--- config.mk ---
export PLATFORM = sky130hd
export DESIGN_NAME = fir_stereo_serial_mac_flat
export DESIGN_NICKNAME = d
export VERILOG_FILES = /design/src/rtl/fir_stereo_serial_mac_pkg.sv /design/src/rtl/fir_stereo_serial_mac_if.sv /design/src/rtl/fir_stereo_serial_mac_channel.sv /design/src/rtl/fir_stereo_serial_mac.sv /design/src/flat_wrapper.sv
export SDC_FILE = /design/constraint.sdc
export NUM_CORES = 2
export LEC_CHECK = 0
export CAP_MARGIN = 5
export CORE_ASPECT_RATIO = 0.7
export CORE_MARGIN = 2
export CORE_UTILIZATION = 60
export CTS_CLUSTER_DIAMETER = 80
export DETAILED_ROUTE_END_ITERATION = 8
export PLACE_DENSITY_LB_ADDON = 0.25
export REMOVE_ABC_BUFFERS = 1
export SYNTH_ARGS = -nofsm -noshare
export SYNTH_HDL_FRONTEND = slang
export SYNTH_HIERARCHICAL = 1
export SYNTH_SLANG_ARGS = --single-unit
--- constraint.sdc ---
create_clock -name i_clock -period 15.2 [get_ports i_clock]
set_clock_uncertainty 0.05 [all_clocks]
set_input_delay 1.52 -clock i_clock [delete_from_list [all_inputs] [get_ports i_clock]]
set_output_delay 1.52 -clock i_clock [all_outputs]
set_load 0.1 [all_outputs]
--- src/rtl/fir_stereo_serial_mac_pkg.sv ---
// Shared types, coefficient tables and helpers
// for the stereo serial-MAC FIR filter.
package audio_fir_pkg;

    localparam int DEF_DATA_W = 24;
    localparam int DEF_COEF_W = 18;

    typedef enum logic [1:0] {
        IDLE,
        MAC,
        DRAIN,
        ROUND
    } fir_state_e;

    // Windowed low-pass, unity gain is 2^(COEF_W-1)
    localparam logic signed [DEF_COEF_W-1:0] LP_TAB [32] = '{
        -18'sd64,   -18'sd128,  -18'sd192,  -18'sd192,
        -18'sd64,   18'sd256,   18'sd768,   18'sd1408,
        18'sd2048,  18'sd2560,  18'sd3584,  18'sd5120,
        18'sd7168,  18'sd9216,  18'sd11264, 18'sd12800,
        18'sd12800, 18'sd11264, 18'sd9216,  18'sd7168,
        18'sd5120,  18'sd3584,  18'sd2560,  18'sd2048,
        18'sd1408,  18'sd768,   18'sd256,   -18'sd64,
        -18'sd192,  -18'sd192,  -18'sd128,  -18'sd64
    };

    function automatic logic signed [DEF_COEF_W-1:0] coef(
        input int sel,
        input int k
    );
        logic signed [DEF_COEF_W-1:0] c;
        c = '0;
        case (sel)
            0: if (k >= 0 && k < 32) c = LP_TAB[k[4:0]];
            1: if (k >= 0 && k < 4) c = 18'sh08000;
            2: c = 18'sh10000;
            default: c = '0;
        endcase
        return c;
    endfunction

    function automatic logic signed [63:0] saturate(
        input logic signed [63:0] v,
        input int                 w
    );
        logic signed [63:0] hi;
        logic signed [63:0] lo;
        hi = (64'sd1 <<< (w - 1)) - 64'sd1;
        lo = -hi - 64'sd1;
        if (v > hi) return hi;
        if (v < lo) return lo;
        return v;
    endfunction

endpackage

--- src/rtl/fir_stereo_serial_mac_if.sv ---
// Sample-pair strobe bus between the I2S
// deserializer, the FIR and the serializer.
interface fir_stereo_serial_mac_if #(
    parameter int DATA_W = audio_fir_pkg::DEF_DATA_W
);
    logic              i_data_valid;
    logic [DATA_W-1:0] i_data_left;
    logic [DATA_W-1:0] i_data_right;
    logic              o_data_valid;
    logic [DATA_W-1:0] o_data_left;
    logic [DATA_W-1:0] o_data_right;
    logic              o_busy;
    logic              o_overrun;

    modport master (
        output i_data_valid, i_data_left, i_data_right,
        input  o_data_valid, o_data_left, o_data_right,
        input  o_busy, o_overrun
    );

    modport slave (
        input  i_data_valid, i_data_left, i_data_right,
        output o_data_valid, o_data_left, o_data_right,
        output o_busy, o_overrun
    );
endinterface

--- src/rtl/fir_stereo_serial_mac_channel.sv ---
// One channel: circular sample buffer, registered
// multiplier, accumulator and round/saturate.
module fir_mac_channel
    import audio_fir_pkg::*;
#(
    parameter int TAPS   = 32,
    parameter int DATA_W = DEF_DATA_W,
    parameter int COEF_W = DEF_COEF_W,
    parameter int AW     = $clog2(TAPS)
) (
    input  logic                     clk,
    input  logic                     rst_n,
    input  logic                     wr_en,
    input  logic [AW-1:0]            wp,
    input  logic signed [DATA_W-1:0] wr_data,
    input  logic [AW-1:0]            rd_idx,
    input  logic signed [COEF_W-1:0] coef_k,
    input  logic                     mac_en,
    input  logic                     clr,
    input  logic                     round_en,
    output logic signed [DATA_W-1:0] y
);
    localparam int PROD_W = DATA_W + COEF_W;
    localparam int ACC_W  = PROD_W + AW;

    logic signed [DATA_W-1:0] buf_q [TAPS];
    logic signed [DATA_W-1:0] buf_d [TAPS];
    logic signed [PROD_W-1:0] prod_q, prod_d;
    logic                     prod_v_q, prod_v_d;
    logic signed [ACC_W-1:0]  acc_q, acc_d;
    logic signed [ACC_W-1:0]  rnd, shr;
    logic signed [DATA_W-1:0] y_q, y_d;

    always_comb begin
        buf_d = buf_q;
        if (wr_en) buf_d[wp] = wr_data;
        prod_v_d = mac_en;
        prod_d   = mac_en
                 ? PROD_W'(buf_q[rd_idx]) * PROD_W'(coef_k)
                 : prod_q;
        acc_d = acc_q;
        if (clr) acc_d = '0;
        else if (prod_v_q) acc_d = acc_q + ACC_W'(prod_q);
        // round half up, then drop the Q1.(COEF_W-1) fraction
        rnd = acc_q + (ACC_W'(1) <<< (COEF_W - 2));
        shr = rnd >>> (COEF_W - 1);
        y_d = round_en
            ? DATA_W'(saturate(64'(shr), DATA_W))
            : y_q;
    end

    always_ff @(posedge clk or negedge rst_n) begin
        if (!rst_n) begin
            buf_q    <= '{default: '0};
            prod_q   <= '0;
            prod_v_q <= 1'b0;
            acc_q    <= '0;
            y_q      <= '0;
        end else begin
            buf_q    <= buf_d;
            prod_q   <= prod_d;
            prod_v_q <= prod_v_d;
            acc_q    <= acc_d;
            y_q      <= y_d;
        end
    end

    assign y = y_q;
endmodule

--- src/rtl/fir_stereo_serial_mac.sv ---
// Stereo FIR: shared sequencer driving two
// lockstep serial-MAC channels.
module fir_stereo_serial_mac
    import audio_fir_pkg::*;
#(
    parameter int TAPS     = 32,
    parameter int DATA_W   = DEF_DATA_W,
    parameter int COEF_W   = DEF_COEF_W,
    parameter int COEF_SET = 0
) (
    input  logic                    i_clock,
    input  logic                    i_reset_n,
    fir_stereo_serial_mac_if.slave  bus
);
    localparam int AW = $clog2(TAPS);

    fir_state_e  state_q, state_d;
    logic [AW-1:0] k_q, k_d;
    logic [AW-1:0] wp_q, wp_d;
    logic dcnt_q, dcnt_d;
    logic busy_q, busy_d;
    logic valid_q, valid_d;
    logic ovr_q, ovr_d;
    logic accept, clr, mac_en, round_en;
    logic [AW-1:0] rd_idx;
    logic signed [COEF_W-1:0] coef_k;
    logic signed [DATA_W-1:0] y_l, y_r;

    always_comb begin
        state_d  = state_q;
        k_d      = k_q;
        wp_d     = wp_q;
        dcnt_d   = dcnt_q;
        busy_d   = busy_q;
        valid_d  = 1'b0;
        accept   = 1'b0;
        clr      = 1'b0;
        mac_en   = 1'b0;
        round_en = 1'b0;
        // only IDLE accepts; any other strobe is an overrun
        ovr_d = ovr_q
              | (bus.i_data_valid && state_q != IDLE);
        unique case (state_q)
            IDLE: begin
                if (bus.i_data_valid) begin
                    accept  = 1'b1;
                    clr     = 1'b1;
                    k_d     = '0;
                    busy_d  = 1'b1;
                    state_d = MAC;
                end
            end
            MAC: begin
                mac_en = 1'b1;
                k_d    = k_q + 1'b1;
                if (k_q == AW'(TAPS - 1)) begin
                    dcnt_d  = 1'b0;
                    state_d = DRAIN;
                end
            end
            DRAIN: begin
                dcnt_d = 1'b1;
                if (dcnt_q) state_d = ROUND;
            end
            ROUND: begin
                round_en = 1'b1;
                valid_d  = 1'b1;
                wp_d     = wp_q + 1'b1;
                busy_d   = 1'b0;
                state_d  = IDLE;
            end
        endcase
    end

    always_ff @(posedge i_clock or negedge i_reset_n) begin
        if (!i_reset_n) begin
            state_q <= IDLE;
            k_q     <= '0;
            wp_q    <= '0;
            dcnt_q  <= 1'b0;
            busy_q  <= 1'b0;
            valid_q <= 1'b0;
            ovr_q   <= 1'b0;
        end else begin
            state_q <= state_d;
            k_q     <= k_d;
            wp_q    <= wp_d;
            dcnt_q  <= dcnt_d;
            busy_q  <= busy_d;
            valid_q <= valid_d;
            ovr_q   <= ovr_d;
        end
    end

    assign rd_idx = wp_q - k_q;
    assign coef_k = COEF_W'(coef(COEF_SET, int'(k_q)));

    fir_mac_channel #(
        .TAPS(TAPS), .DATA_W(DATA_W), .COEF_W(COEF_W)
    ) u_left (
        .clk(i_clock), .rst_n(i_reset_n),
        .wr_en(accept), .wp(wp_q),
        .wr_data(bus.i_data_left),
        .rd_idx(rd_idx), .coef_k(coef_k),
        .mac_en(mac_en), .clr(clr),
        .round_en(round_en), .y(y_l)
    );

    fir_mac_channel #(
        .TAPS(TAPS), .DATA_W(DATA_W), .COEF_W(COEF_W)
    ) u_right (
        .clk(i_clock), .rst_n(i_reset_n),
        .wr_en(accept), .wp(wp_q),
        .wr_data(bus.i_data_right),
        .rd_idx(rd_idx), .coef_k(coef_k),
        .mac_en(mac_en), .clr(clr),
        .round_en(round_en), .y(y_r)
    );

    assign bus.o_data_valid = valid_q;
    assign bus.o_data_left  = y_l;
    assign bus.o_data_right = y_r;
    assign bus.o_busy       = busy_q;
    assign bus.o_overrun    = ovr_q;
endmodule

--- src/flat_wrapper.sv ---
// flat-port wrapper written by rule: the top's interface ports become plain ports
module fir_stereo_serial_mac_flat import audio_fir_pkg::*;
#(
    parameter int TAPS     = 32,
    parameter int DATA_W   = DEF_DATA_W,
    parameter int COEF_W   = DEF_COEF_W,
    parameter int COEF_SET = 0
)
  (i_clock, i_reset_n, bus_i_data_valid, bus_i_data_left, bus_i_data_right, bus_o_data_valid, bus_o_data_left, bus_o_data_right, bus_o_busy, bus_o_overrun);
  fir_stereo_serial_mac_if #(.DATA_W(DATA_W)) bus_i ();
  input  logic i_clock;
  input  logic i_reset_n;
  input wire logic [$bits(bus_i.i_data_valid)-1:0] bus_i_data_valid;
  input wire logic [$bits(bus_i.i_data_left)-1:0] bus_i_data_left;
  input wire logic [$bits(bus_i.i_data_right)-1:0] bus_i_data_right;
  output wire logic [$bits(bus_i.o_data_valid)-1:0] bus_o_data_valid;
  output wire logic [$bits(bus_i.o_data_left)-1:0] bus_o_data_left;
  output wire logic [$bits(bus_i.o_data_right)-1:0] bus_o_data_right;
  output wire logic [$bits(bus_i.o_busy)-1:0] bus_o_busy;
  output wire logic [$bits(bus_i.o_overrun)-1:0] bus_o_overrun;
  assign bus_i.i_data_valid = bus_i_data_valid;
  assign bus_i.i_data_left = bus_i_data_left;
  assign bus_i.i_data_right = bus_i_data_right;
  assign bus_o_data_valid = bus_i.o_data_valid;
  assign bus_o_data_left = bus_i.o_data_left;
  assign bus_o_data_right = bus_i.o_data_right;
  assign bus_o_busy = bus_i.o_busy;
  assign bus_o_overrun = bus_i.o_overrun;
  fir_stereo_serial_mac #(.TAPS(TAPS), .DATA_W(DATA_W), .COEF_W(COEF_W), .COEF_SET(COEF_SET)) u_core (.i_clock(i_clock), .i_reset_n(i_reset_n), .bus(bus_i));
endmodule
-- Word-level counts from Yosys, hierarchy flattened
Memories as Yosys holds them, arrays and structs flattened.
Cells that the tools add are included.
- input port bits: 51
- bits in registers: 1779
- ROM bits: 576
- logic and storage cells: 163
- memories: 1
- memories (memory ; words ; width ; read ports ; clocked after memory_dff ; wr ports ; RTL line ; RTL):
    (no name shown) ; 32 ; 18 ; 1 ; 0 ; 0 ; fir_stereo_serial_mac_pkg.sv:34 ; 0: if (k >= 0 && k < 32) c = LP_TAB[k[4:0]];
- add/subtract/negate cells: 7
- multiply operators: 2
- reductions and logical operators: 12
- equal/unequal tests: 7
- bitwise gates (word level): 4
- multiplexer cells: 44
- order comparisons: 8
- operator list (operator ; count):
    768-bit bitwise mux ; 2
    24-bit 2-to-1 mux ; 13
    24-bit binary-select mux with 5-bit select ; 2
    47-bit 2-to-1 mux ; 4
    24-bit demux with 5-bit select ; 1
    47-bit by 18-bit adder with 47-bit output (second input constant) ; 2
    47-bit by 42-bit adder with 47-bit output ; 2
    24-bit by 18-bit multiplier with 42-bit output ; 2
    30-bit by 24-bit greater-than comparator with 1-bit output (second input constant) ; 2
    30-bit by 24-bit < comparator with 1-bit output (second input constant) ; 2
    18-bit 2-to-1 mux ; 2
    6-bit greater-or-equal comparator (second input constant) ; 3
    5-bit NOT with 6-bit output ; 3
    1-bit 2-to-1 mux ; 12
    5-bit by 1-bit adder with 5-bit output (second input constant) ; 2
    5-bit one-hot mux with 2 select lines ; 1
    2-bit nonzero test ; 5
    2-bit one-hot mux with 4 select lines ; 1
    6-bit by 1-bit < comparator with 1-bit output (second input constant) ; 1
    2-bit 2-to-1 mux ; 3
    2-bit AND reduction ; 3
    5-bit == test (second input constant) ; 1
    5-bit 2-to-1 mux ; 1
    5-bit subtractor ; 1
    other kinds (9) ; 13

-- Logic depth before layout (Yosys ltp)
- word-level depth: 6
- mapped depth: 35

-- Cells and area by module
The synthesis kept the hierarchy.
- modules (own cells, without submodules) (module ; times used ; sequential area each (sq um) ; area an instance (sq um) ; cells an instance):
    fir_mac_channel (u_core.u_left) ; 1 ; 22071.2 ; 57880.5 ; 4682
    fir_mac_channel (u_core.u_right) ; 1 ; 22071.2 ; 57781.7 ; 4615
    fir_stereo_serial_mac ; 1 ; 400.4 ; 1341.3 ; 141

-- Least setup slack after synthesis
Ideal clock, no wire load.
- path type: register -> register
- start: reg u_core.k_q[0]
- end: reg u_core.u_right.prod_q[38]
- arrival: 8707 ps
- data required time: 15025 ps
- path slack: 6318 ps
- clock period less this slack: 8882 ps
- cell stages (with the launch flop): 31
- cell sequence: dfrtp_1 -> ha_1 -> inv_1 -> fa_1 -> buf_2 -> clkbuf_1 -> clkbuf_1 -> mux4_2 -> mux4_2 -> mux2_2 -> and2_1 -> fa_1 -> inv_1 -> fa_1 -> inv_1 -> fa_1 -> inv_1 -> fa_1 -> fa_1 -> fa_1 -> inv_1 -> ha_1 -> a21oi_1 -> o21ai_0 -> a21o_1 -> a221oi_1 -> o311a_1 -> o31ai_1 -> a221o_1 -> xor2_1 -> mux2_2
- cells in the longest elaborated chain, start to end: 6
- RTL lines (what ; RTL line ; RTL):
    from (decl) ; fir_stereo_serial_mac.sv:18 ; logic [AW-1:0] k_q, k_d;
    from (signal assigned) ; fir_stereo_serial_mac.sv:86 ; k_q <= k_d;
    5-bit subtractor ; fir_stereo_serial_mac.sv:95 ; assign rd_idx = wp_q - k_q;
    net u_core.rd_idx[1] ; fir_stereo_serial_mac.sv:25 ; logic [AW-1:0] rd_idx;
    5-bit NOT with 6-bit output (not written as such) ; fir_stereo_serial_mac_channel.sv:39 ; ? PROD_W'(buf_q[rd_idx]) * PROD_W'(coef_k)
    24-bit binary-select mux with 5-bit select ; fir_stereo_serial_mac_channel.sv:39 ;
    24-bit 2-to-1 mux (not written as such) (2 in a row) ; fir_stereo_serial_mac_channel.sv:39 ;
    24-bit by 18-bit multiplier with 42-bit output ; fir_stereo_serial_mac_channel.sv:39 ;
    to (signal assigned) ; fir_stereo_serial_mac_channel.sv:61 ; prod_q <= prod_d;
    to (decl) ; fir_stereo_serial_mac_channel.sv:28 ; logic signed [PROD_W-1:0] prod_q, prod_d;
The timed path passes the listed nets, and every way through them passes these cells. The select of a mux whose other input is x is not followed.
A chain may end at the register's enable or synchronous reset.

-- Worst setup path in the final report
- start: reg u_core.k_q[2]
- end: reg u_core.u_left.prod_q[39]
- cells in the longest elaborated chain, start to end: 6
- RTL lines (what ; RTL line):
    5-bit subtractor ; fir_stereo_serial_mac.sv:95
    net u_core.rd_idx[2] ; fir_stereo_serial_mac.sv:25
    5-bit NOT with 6-bit output (not written as such) ; fir_stereo_serial_mac_channel.sv:39
    24-bit binary-select mux with 5-bit select ; fir_stereo_serial_mac_channel.sv:39
    24-bit 2-to-1 mux (not written as such) (2 in a row) ; fir_stereo_serial_mac_channel.sv:39
    24-bit by 18-bit multiplier with 42-bit output ; fir_stereo_serial_mac_channel.sv:39
    to (signal assigned) ; fir_stereo_serial_mac_channel.sv:61
    to (decl) ; fir_stereo_serial_mac_channel.sv:28
The timed path passes the listed nets, and every way through them passes these cells. The select of a mux whose other input is x is not followed.

==> summary.md <==
| Metric | Value |
|---|---|
| Layout Utilization | `0.654` |
| CP required | `15820 ps` |
| Final hold slack | `425 ps` |
| Worst Setup Path Type | `register to register` |
| Initial antenna violation count | `15` |
| Hold Vio Cnt, Final | `0` |
| GP Congestion | `0.911` |
| Sequential fraction of the synthesis area | `0.381` |
| Ranking of synthesized cells by area | `dfrtp_1, mux2_2, fa_1` |
| DIE AREA | `199000 um^2` |
| Top FF cell, synth | `dfrtp_1` |
| First-pass GRT wire length | `464 mm` |
| Fill count | `14122` |
| Worst-path clk slew | `60 ps` |
| Clk sinks | `1780` |
| Total Nets Final | `10514` |
| Mean routed wirelength per cell | `24.4 um` |
| Drt first pass iters | `5` |
| Synth Instances | `9438` |
| Met3 wire length | `25.3 mm` |
| Dpl ws | `4350 ps` |
| Most common cell after layout, fill and taps aside | `dfrtp_1` |
| Post-synth cell types | `109` |
| Area leader, netlist | `dfrtp_1` |
| Post-route cell area | `127000 um^2` |
| PortBufs | `101` |
| Iter 0 DRT Violations | `6647` |
| Most frequent cells in the layout | `dfrtp_1, mux2_2, inv_1` |
| CTS tree | `done` |
| Total Wirelength | `294 mm` |
| CTS resizes | `0` |
| Die H | `373 um` |
| Max_cap viols | `0` |
| Largest net degree at the start of global routing | `196` |
| Setup slack after layout | `4190 ps` |
| YS warnings | `6` |
| CP endpoint kind | `register` |
| Vias | `73858` |
| Fmax | `90.8 MHz` |
| Cts-stage hold buffer count | `0` |
| Top cell type's share of synthesized area | `0.381` |
| Max Slew Vio Count | `0` |
| Post-route ant nets | `0` |
| Site Rows | `135` |
| H-tree levels | `4` |
| Met2 Routed Length | `130 mm` |
| RSZ-0062 raised after global routing | `false` |
| CTS root buf | `clkbuf_16` |
| Placed wire-length estimate | `185 mm` |
| P&R area growth vs syn | `8.21%` |
| Clock Path Buffers | `4` |
| Number of CTS-inserted buffers | `182` |
| Register bit count reported by yosys | `1780` |
| DRT met1 WL | `132 mm` |
| Final setup viols | `0` |
| Via density per instance | `6.13` |
| Min Tclk post-route | `11010 ps` |
| Mapped cell area | `117000 um^2` |
| CP arrival | `11630 ps` |
| Highest metal used | `met5` |
| Part of the cycle the worst path needs | `0.724` |
| Slew @ Worst Pin | `1210 ps` |
| Share of cells above drive strength 1 | `0.284` |
| Horiz. Die Dim | `532 um` |
| Initial Util | `0.604` |
| Maximum net fanout on the critical path | `29` |
| # DRC | `0` |
| IO Pins | `102` |
| Mean Syn Cell Area | `12.4 um^2` |
| Status | `finished clean` |
| Critical Path Start Type | `register` |
| Total Routing Usage GR | `0.301` |
| Register Area | `44500 um^2` |
| Number of global-route vias before repair | `77951` |
| Post-CTS setup buffers | `0` |
| EDFF count, synth | `0` |
| Clk Latency, worst-skew pair | `870 ps` |
| Area of the multi-input gates | `66400 um^2` |
| Post-DP Area | `120000 um^2` |
| Max_slew headroom | `0.188` |
| Async S/R FF share, synth | `1.00` |
| Hold Path Class | `register to register` |
| Grt total ovfl | `0` |
| Core area | `194000 um^2` |
## Yosys cell counts, drive strengths merged, types with 63 or more instances
master,count
dfrtp,1780
mux2,1653
inv,1105
fa,853
nand2,684
mux4,480
clkbuf,475
ha,319
nor2,292
and2,270
a21oi,230
o21ai,150
xnor2,132
buf,130
nor2b,82
a21o,78
nand3,63
## registers in the layout, summed over array words and instances (netlist names), 5 cells and up
register               flops
u_core/k_q                 5
u_core/u_left/acc_q       47
u_core/u_left/buf_q      768
u_core/u_left/prod_q      42
u_core/u_left/y           24
u_core/u_right/acc_q      47
u_core/u_right/buf_q     768
u_core/u_right/prod_q     42
u_core/u_right/y          24
u_core/wp_q                5
## cell families after synthesis
logic type / Yosys count / synth area share
xor+xnor: 193 / 0.0146
other cells: 1 / 0.0000321
simple gates: 1671 / 0.0700
flops: 1780 / 0.381
buf+inv: 1712 / 0.0579
fa+ha+maj: 1172 / 0.180
mux: 2189 / 0.256
compound gates: 720 / 0.0402
## through the flow
stage,TNS (ps),std cells
after global placement,0,11710
after floorplan,-424310,8904
final,0,12041
after global routing,0,12038
after detailed placement,0,11710
after CTS,0,12034
## area by class of cell
cell class,instances,area share
multi-input combinational,6017,0.524
sequential,1780,0.352
clock buffer,244,0.0409
inverter,1107,0.0329
tap,2603,0.0257
timing repair buffer,203,0.0155
clock inverter,80,0.00855
antenna,7,0.000138
## metal layers
metal | track usage | vias up
met2 | 0.449 | 2787
met4 | 0.0668 | 8
met3 | 0.0594 | 443
met1 | 0.460 | 38972
met5 | 0 | -
li1 | - | 31648
## worst max-delay path: stages, from the launching register on
cell      delay (ps)
dfrtp_1          740
inv_1            230
ha_1             480
xor2_4           860
buf_4            750
mux4_2           650
mux2i_2          880
nor2b_1          170
fa_1             500
fa_1             550
inv_1             50
fa_1             480
inv_1             70
fa_1             500
fa_1             550
inv_1             50
fa_1             530
inv_1             40
ha_1             370
a21oi_1          200
o21a_1           230
nor4bb_1         310
o21ai_1          170
a31oi_1          530
o22ai_1          220
o22ai_1          200
xnor2_1           90
mux2_2           260
## path summary, 6_finish.rpt
kind | startpoint | to | slack (ps) | depth (start not counted)
hold / removal | u_core/bus.o_overrun$_DFF_PN0_ | u_core/bus.o_overrun$_DFF_PN0_ | 430 | 1
hold reg to reg | u_core/bus.o_overrun$_DFF_PN0_ | u_core/bus.o_overrun$_DFF_PN0_ | 430 | 1
max in group asynchronous | i_reset_n | u_core/u_right/buf_q[353]$_DFFE_PN0P_ | 11180 | 4
min in group asynchronous | i_reset_n | u_core/u_left/prod_q[1]$_DFFE_PN0P_ | 690 | 1
setup / recovery | u_core/k_q[2]$_DFFE_PN0P_ | u_core/u_left/prod_q[39]$_DFFE_PN0P_ | 4190 | 27
setup reg to reg | u_core/k_q[2]$_DFFE_PN0P_ | u_core/u_left/prod_q[39]$_DFFE_PN0P_ | 4190 | 27
Power is left out: the tool's default activity adds up to more than one toggle a clock period on the data nets, which glitch-free logic cannot reach.
